File: src/rtl/calc_sequencer_if.sv
// Handshake and datapath bundle between the calculator sequencer and its environment.
// The master side is the sequencer; the slave side is the token source, ALU and result consumer.
interface calc_sequencer_if #(
    parameter int WIDTH = 8
);
    logic             in_valid;
    logic             in_ready;
    logic [WIDTH-1:0] in_data;
    logic             in_sub;
    logic [WIDTH-1:0] alu_a;
    logic [WIDTH-1:0] alu_b;
    logic             alu_sub;
    logic [WIDTH-1:0] alu_result;
    logic             res_valid;
    logic             res_ready;
    logic [WIDTH-1:0] res_data;
    logic             res_c;
    logic             res_z;
    logic             busy;

    modport master (
        input  in_valid, in_data, in_sub, alu_result, res_ready,
        output in_ready, alu_a, alu_b, alu_sub, res_valid, res_data, res_c, res_z, busy
    );

    modport slave (
        output in_valid, in_data, in_sub, alu_result, res_ready,
        input  in_ready, alu_a, alu_b, alu_sub, res_valid, res_data, res_c, res_z, busy
    );
endinterface

File: src/rtl/calc_sequencer.sv
// Sequences the shared add/subtract datapath: collects A (with opcode) and B, holds them
// on the ALU for a settle window, captures result and flags, then offers it on valid/ready.
module calc_sequencer #(
    parameter int WIDTH         = 8,
    parameter int SETTLE_CYCLES = 2
) (
    input  logic              clk,
    input  logic              rst_n,
    input  logic              clr,
    calc_sequencer_if.master  bus
);
    typedef enum logic [1:0] {
        IDLE   = 2'd0,
        WAIT_B = 2'd1,
        EXEC   = 2'd2,
        RESULT = 2'd3
    } state_t;

    localparam logic [3:0] SETTLE_LOAD = 4'(SETTLE_CYCLES - 1);

    state_t           r_state;
    logic [3:0]       r_cnt;
    logic [WIDTH-1:0] r_alu_a;
    logic [WIDTH-1:0] r_alu_b;
    logic             r_alu_sub;
    logic [WIDTH-1:0] r_res_data;
    logic             r_res_c;
    logic             r_res_z;
    logic             r_res_valid;

    logic w_in_ready;
    logic w_accept;
    logic w_res_take;
    logic w_res_c;

    // Ready depends only on state and clr, so the source never sees a path from its own valid.
    assign w_in_ready = ((r_state == IDLE) || (r_state == WAIT_B)) && !clr;
    assign w_accept   = bus.in_valid && w_in_ready;
    assign w_res_take = r_res_valid && bus.res_ready;
    assign w_res_c    = r_alu_sub ? (r_alu_a < r_alu_b) : (bus.alu_result < r_alu_a);

    always_ff @(posedge clk or negedge rst_n) begin
        if (!rst_n) begin
            r_state     <= IDLE;
            r_cnt       <= 4'd0;
            r_alu_a     <= '0;
            r_alu_b     <= '0;
            r_alu_sub   <= 1'b0;
            r_res_data  <= '0;
            r_res_c     <= 1'b0;
            r_res_z     <= 1'b0;
            r_res_valid <= 1'b0;
        end else if (clr) begin
            r_state     <= IDLE;
            r_res_valid <= 1'b0;
        end else begin
            case (r_state)
                IDLE: begin
                    if (w_accept) begin
                        r_alu_a   <= bus.in_data;
                        r_alu_sub <= bus.in_sub;
                        r_state   <= WAIT_B;
                    end
                end
                WAIT_B: begin
                    if (w_accept) begin
                        r_alu_b <= bus.in_data;
                        r_cnt   <= SETTLE_LOAD;
                        r_state <= EXEC;
                    end
                end
                EXEC: begin
                    if (r_cnt == 4'd0) begin
                        r_res_data  <= bus.alu_result;
                        r_res_z     <= (bus.alu_result == '0);
                        r_res_c     <= w_res_c;
                        r_res_valid <= 1'b1;
                        r_state     <= RESULT;
                    end else begin
                        r_cnt <= r_cnt - 4'd1;
                    end
                end
                RESULT: begin
                    if (w_res_take) begin
                        r_res_valid <= 1'b0;
                        r_state     <= IDLE;
                    end
                end
                default: r_state <= IDLE;
            endcase
        end
    end

    assign bus.in_ready  = w_in_ready;
    assign bus.alu_a     = r_alu_a;
    assign bus.alu_b     = r_alu_b;
    assign bus.alu_sub   = r_alu_sub;
    assign bus.res_valid = r_res_valid;
    assign bus.res_data  = r_res_data;
    assign bus.res_c     = r_res_c;
    assign bus.res_z     = r_res_z;
    assign bus.busy      = (r_state != IDLE);
endmodule

File: src/flat_wrapper.sv
// flat-port wrapper written by rule: the top's interface ports become plain ports
module calc_sequencer_flat 
#(
    parameter int WIDTH         = 8,
    parameter int SETTLE_CYCLES = 2
)
  (clk, rst_n, clr, bus_in_valid, bus_in_data, bus_in_sub, bus_alu_result, bus_res_ready, bus_in_ready, bus_alu_a, bus_alu_b, bus_alu_sub, bus_res_valid, bus_res_data, bus_res_c, bus_res_z, bus_busy);
  calc_sequencer_if #(.WIDTH(WIDTH)) bus_i ();
  input  logic clk;
  input  logic rst_n;
  input  logic clr;
  input wire logic [$bits(bus_i.in_valid)-1:0] bus_in_valid;
  input wire logic [$bits(bus_i.in_data)-1:0] bus_in_data;
  input wire logic [$bits(bus_i.in_sub)-1:0] bus_in_sub;
  input wire logic [$bits(bus_i.alu_result)-1:0] bus_alu_result;
  input wire logic [$bits(bus_i.res_ready)-1:0] bus_res_ready;
  output wire logic [$bits(bus_i.in_ready)-1:0] bus_in_ready;
  output wire logic [$bits(bus_i.alu_a)-1:0] bus_alu_a;
  output wire logic [$bits(bus_i.alu_b)-1:0] bus_alu_b;
  output wire logic [$bits(bus_i.alu_sub)-1:0] bus_alu_sub;
  output wire logic [$bits(bus_i.res_valid)-1:0] bus_res_valid;
  output wire logic [$bits(bus_i.res_data)-1:0] bus_res_data;
  output wire logic [$bits(bus_i.res_c)-1:0] bus_res_c;
  output wire logic [$bits(bus_i.res_z)-1:0] bus_res_z;
  output wire logic [$bits(bus_i.busy)-1:0] bus_busy;
  assign bus_i.in_valid = bus_in_valid;
  assign bus_i.in_data = bus_in_data;
  assign bus_i.in_sub = bus_in_sub;
  assign bus_i.alu_result = bus_alu_result;
  assign bus_i.res_ready = bus_res_ready;
  assign bus_in_ready = bus_i.in_ready;
  assign bus_alu_a = bus_i.alu_a;
  assign bus_alu_b = bus_i.alu_b;
  assign bus_alu_sub = bus_i.alu_sub;
  assign bus_res_valid = bus_i.res_valid;
  assign bus_res_data = bus_i.res_data;
  assign bus_res_c = bus_i.res_c;
  assign bus_res_z = bus_i.res_z;
  assign bus_busy = bus_i.busy;
  calc_sequencer #(.WIDTH(WIDTH), .SETTLE_CYCLES(SETTLE_CYCLES)) u_core (.clk(clk), .rst_n(rst_n), .clr(clr), .bus(bus_i));
endmodule
File: config.mk
export PLATFORM = sky130hd
export DESIGN_NAME = calc_sequencer_flat
export DESIGN_NICKNAME = d
export VERILOG_FILES = /design/src/rtl/calc_sequencer_if.sv /design/src/rtl/calc_sequencer.sv /design/src/flat_wrapper.sv
export SDC_FILE = /design/constraint.sdc
export NUM_CORES = 1
export LEC_CHECK = 0
export CAP_MARGIN = 10
export CORE_MARGIN = 2
export CORE_UTILIZATION = 50
export CTS_CLUSTER_DIAMETER = 50
export DETAILED_ROUTE_END_ITERATION = 8
export PLACE_DENSITY = 0.83
export REMOVE_ABC_BUFFERS = 1
export SLEW_MARGIN = 5
export SYNTH_ARGS = -nofsm -noshare
export SYNTH_HDL_FRONTEND = slang
export SYNTH_SLANG_ARGS = --single-unit
File: constraint.sdc
create_clock -name clk -period 4.2 [get_ports clk]
set_input_delay 0.42 -clock clk [delete_from_list [all_inputs] [get_ports clk]]
set_output_delay 0.42 -clock clk [all_outputs]
set_load 0.05 [all_outputs]
==> impl_metrics.csv <==
group,metric,value,unit
status,status,"completed",
clock_tree,cts_setup_buffers,0,
detailed_routing,dr.pass1.iters,4,
worst_setup_path,rrSetupSlack,1.94,ns
pwr,p_int,1.12,mW
detailed_routing,drt_iter0_drc,47,
run,maxCapViolations,0,
die,die_w,65.2,um
clock_tree,cts_inserted_buffers,5,
timing,maxSlewViolCount,0,
hold_path,hp-class,"reg -> reg",
timing,period_needed,2.48,ns
worst_setup_path,cp-start-kind,"flip-flop",
worst_setup_path,crit_required,3.78,ns
cells_and_area,final_cell_mix,"clkdlybuf4s50_1 (51), dfrtp_1 (34), mux2_2 (27)",
die,fp.dieH,65.2,um
worst_setup_path,crit_top_cell,"inv_1",
timing,fin_skew,0.00500,ns
logic_synthesis,synth_area_per_cell,11.8,um^2
cells_and_area,final_common_cell,"clkdlybuf4s50_1",
clock_tree,cts_tree,"built",
clock_tree,cts_max_level,2,
logic_synthesis,synth_area,1870,um^2
worst_setup_path,reg2regPathDepth,5,
cells_and_area,antenna_cells,0,
clock_tree,clk_pin_slew,0.07,ns
clock_tree,cts_hold_buf,0,
hold_path,hold_path_depth,1,
worst_setup_path,cp.arrival,2.06,ns
timing,setup_tns,0,ns
detailed_routing,via_per_inst,5.41,
placed_design,hpwl,3130,um
global_route,overflow,0,
worst_setup_path,crit_buf_inv,3,
pwr,power_switching,1.06,mW
hold_path,min_to,"u_core.bus.res_data[4]",
logic_synthesis,ys.warnings.count,0,
clock_tree,cts_root_buf,"clkbuf_8",
timing,setup_ws,1.72,ns
worst_setup_path,cp_max_fo,4,
pwr,irDropWorstVdd,0.000610,V
worst_setup_path,max_stage_delay,0.83,ns
timing,rsz0062_at_grt,"no",
worst_setup_path,r2r-end,"u_core.bus.res_data[5]",
cells_and_area,drive_gt1_frac,0.171,
placed_design,port_buffers,51,
pwr,p_leak,1.13,nW
clock_tree,clock_path_buffers,2,
worst_setup_path,endpoint_kind,"primary output",
global_route,antenna_found_initial,0,
timing,period_share,0.591,
global_route,track_usage,0.202,
die,initial_core_util,0.515,
timing,setup_viol,0,
die,num_rows,22,
timing,finalHoldViolations,0,
logic_synthesis,synthTopCellsByArea,"dfrtp_1 (45%), mux2_2 (16%), ha_1 (13%)",
global_route,grt_pass1_vias,1556,
logic_synthesis,synth_largest_area_cell,"dfrtp_1",
timing,tightest_slew,0.942,ns
placed_design,gp_congestion,0.799,
detailed_routing,routed_wl,4040,um
clock_tree,clk_latency,0.27,ns
detailed_routing,via_count,1427,
detailed_routing,drc,0,
logic_synthesis,ys_types,32,
cells_and_area,nNetsFinal,258,
pwr,p_per_area,863,nW/um^2
die,coreArea,3630,um^2
pwr,pwr-share-clk,0.101,
logic_synthesis,ys_seq_area_frac,0.455,
logic_synthesis,ys_ff_latch,34,
clock_tree,cts_num_sinks,34,
global_route,grt_max_degree,35,
placed_design,pre_cts_slack,1.78,ns
pwr,power.share.sequential,0.280,
detailed_routing,antenna_left,0,
clock_tree,ctsResizeCount,0,
logic_synthesis,syn_inst,158,
detailed_routing,routedWlPerCell,15.3,um
worst_setup_path,critPathTopFamily,"buffers and inverters",
pwr,p_comb_frac,0.620,
logic_synthesis,synth_top_cell_area_share,0.455,
cells_and_area,utilization,0.693,
die,floorplan.io_pins,52,
pwr,switching_share,0.485,
timing,clock.fmax,0.403,GHz
worst_setup_path,crit_chain,"inv_1 > ha_1 > inv_1 > a21oi_1 > clkdlybuf4s50_1",
hold_path,holdCritStartpoint,"u_core.bus.res_data[4]",
global_route,grt_pass1_wl,6670,um
timing,slew_headroom,0.369,
worst_setup_path,path_class,"reg -> out",
cells_and_area,area_growth,34.6,%
die,dieArea,4250,um^2
worst_setup_path,reg2reg_from,"u_core.r_state[0]",
worst_setup_path,critPathSlowestCell,"clkdlybuf4s50_1",
-- synthesized netlist by cell type, drive strengths merged --
cell,instances
a21o,2
a211oi,3
or4,1
o211ai,3
buf,1
nand3,3
ha,20
o21a,2
o22ai,2
dfrtp,34
a2bb2oi,1
o2bb2ai,1
inv,25
nor2b,2
nor3b,3
a21oi,2
nor4,2
a22oi,1
o21ai,3
mux2i,2
o2111ai,3
o21bai,1
nand4bb,1
nand2,5
or3,1
a22o,2
mux2,27
nor2,3
o31ai,2
-- state kept, by name, indices dropped and copies added, names as in the netlist --
register / flops
u_core.bus.alu_a: 8
u_core.bus.alu_b: 8
u_core.bus.res_data: 8
u_core.r_cnt: 4
u_core.r_state: 2
u_core.bus.alu_sub: 1
u_core.bus.res_c: 1
u_core.bus.res_valid: 1
u_core.bus.res_z: 1
-- power groups by stage --
stage               Combinational [mW]  Sequential (mW)  Clock, mW
floorplan                        0.473             1.04          0
CTS                               1.36            0.609      0.225
detailed placement                1.35            0.612          0
finish                            1.35            0.608      0.219
global placement                  1.30            0.603          0
global route                      1.44            0.630      0.243
-- worst max path at each step --
| stage | from | to | slack, ns | cells past startpoint |
|---|---|---|---|---|
| 2_1_floorplan | u_core.r_state[0] | u_core.r_state[1] | 1.76 | 6 |
| 3_3_place_gp | clr | bus_in_ready | 1.81 | 3 |
| 3_5_place_dp | clr | bus_in_ready | 1.78 | 3 |
| 4_1_cts | u_core.r_state[1] | bus_in_ready | 1.72 | 5 |
| 5_1_grt | u_core.r_state[0] | bus_in_ready | 1.59 | 5 |
| 6_report | u_core.r_state[1] | bus_in_ready | 1.72 | 5 |
-- layout make-up --
| class | instances | area [um^2] |
|---|---|---|
| Timing Repair Buffer | 52 | 518 |
| Clock buffer | 7 | 76.3 |
| Multi-Input combinational cell | 98 | 920 |
| Fill cell | 301 | 1110 |
| Sequential cell | 34 | 851 |
| Inverter | 25 | 93.8 |
| Tap cell | 48 | 60.1 |
-- metal layers --
metal	share of wire	global-route usage	up-vias	wire (um)
met1	0.41	0.227	697	1650
met4	0.017	0.0755	0	68
met5	0	0	-	0
li1	-	-	679	-
met2	0.53	0.376	41	2140
met3	0.042	0.0377	10	170
-- cells by family after synthesis --
group | Yosys count | synth area share
AOI/OAI and AO/OA | 28 | 0.114
adders and majority gates | 20 | 0.134
buffers and inverters | 26 | 0.0541
DFF | 34 | 0.455
muxes | 29 | 0.173
and+or+nand+nor | 21 | 0.0702
-- per-stage QoR --
step	hold slack, ns	area (um^2)	total power [mW]	cells
2_1_floorplan	0.124	1860	1.51	157
3_3_place_gp	0.493	2440	1.91	257
3_5_place_dp	0.504	2440	1.96	257
4_1_cts	0.514	2520	2.20	264
5_1_grt	0.527	2520	2.32	264
6_report	0.512	2520	2.17	264
No activity file was read; power rests on OpenSTA's default activity.
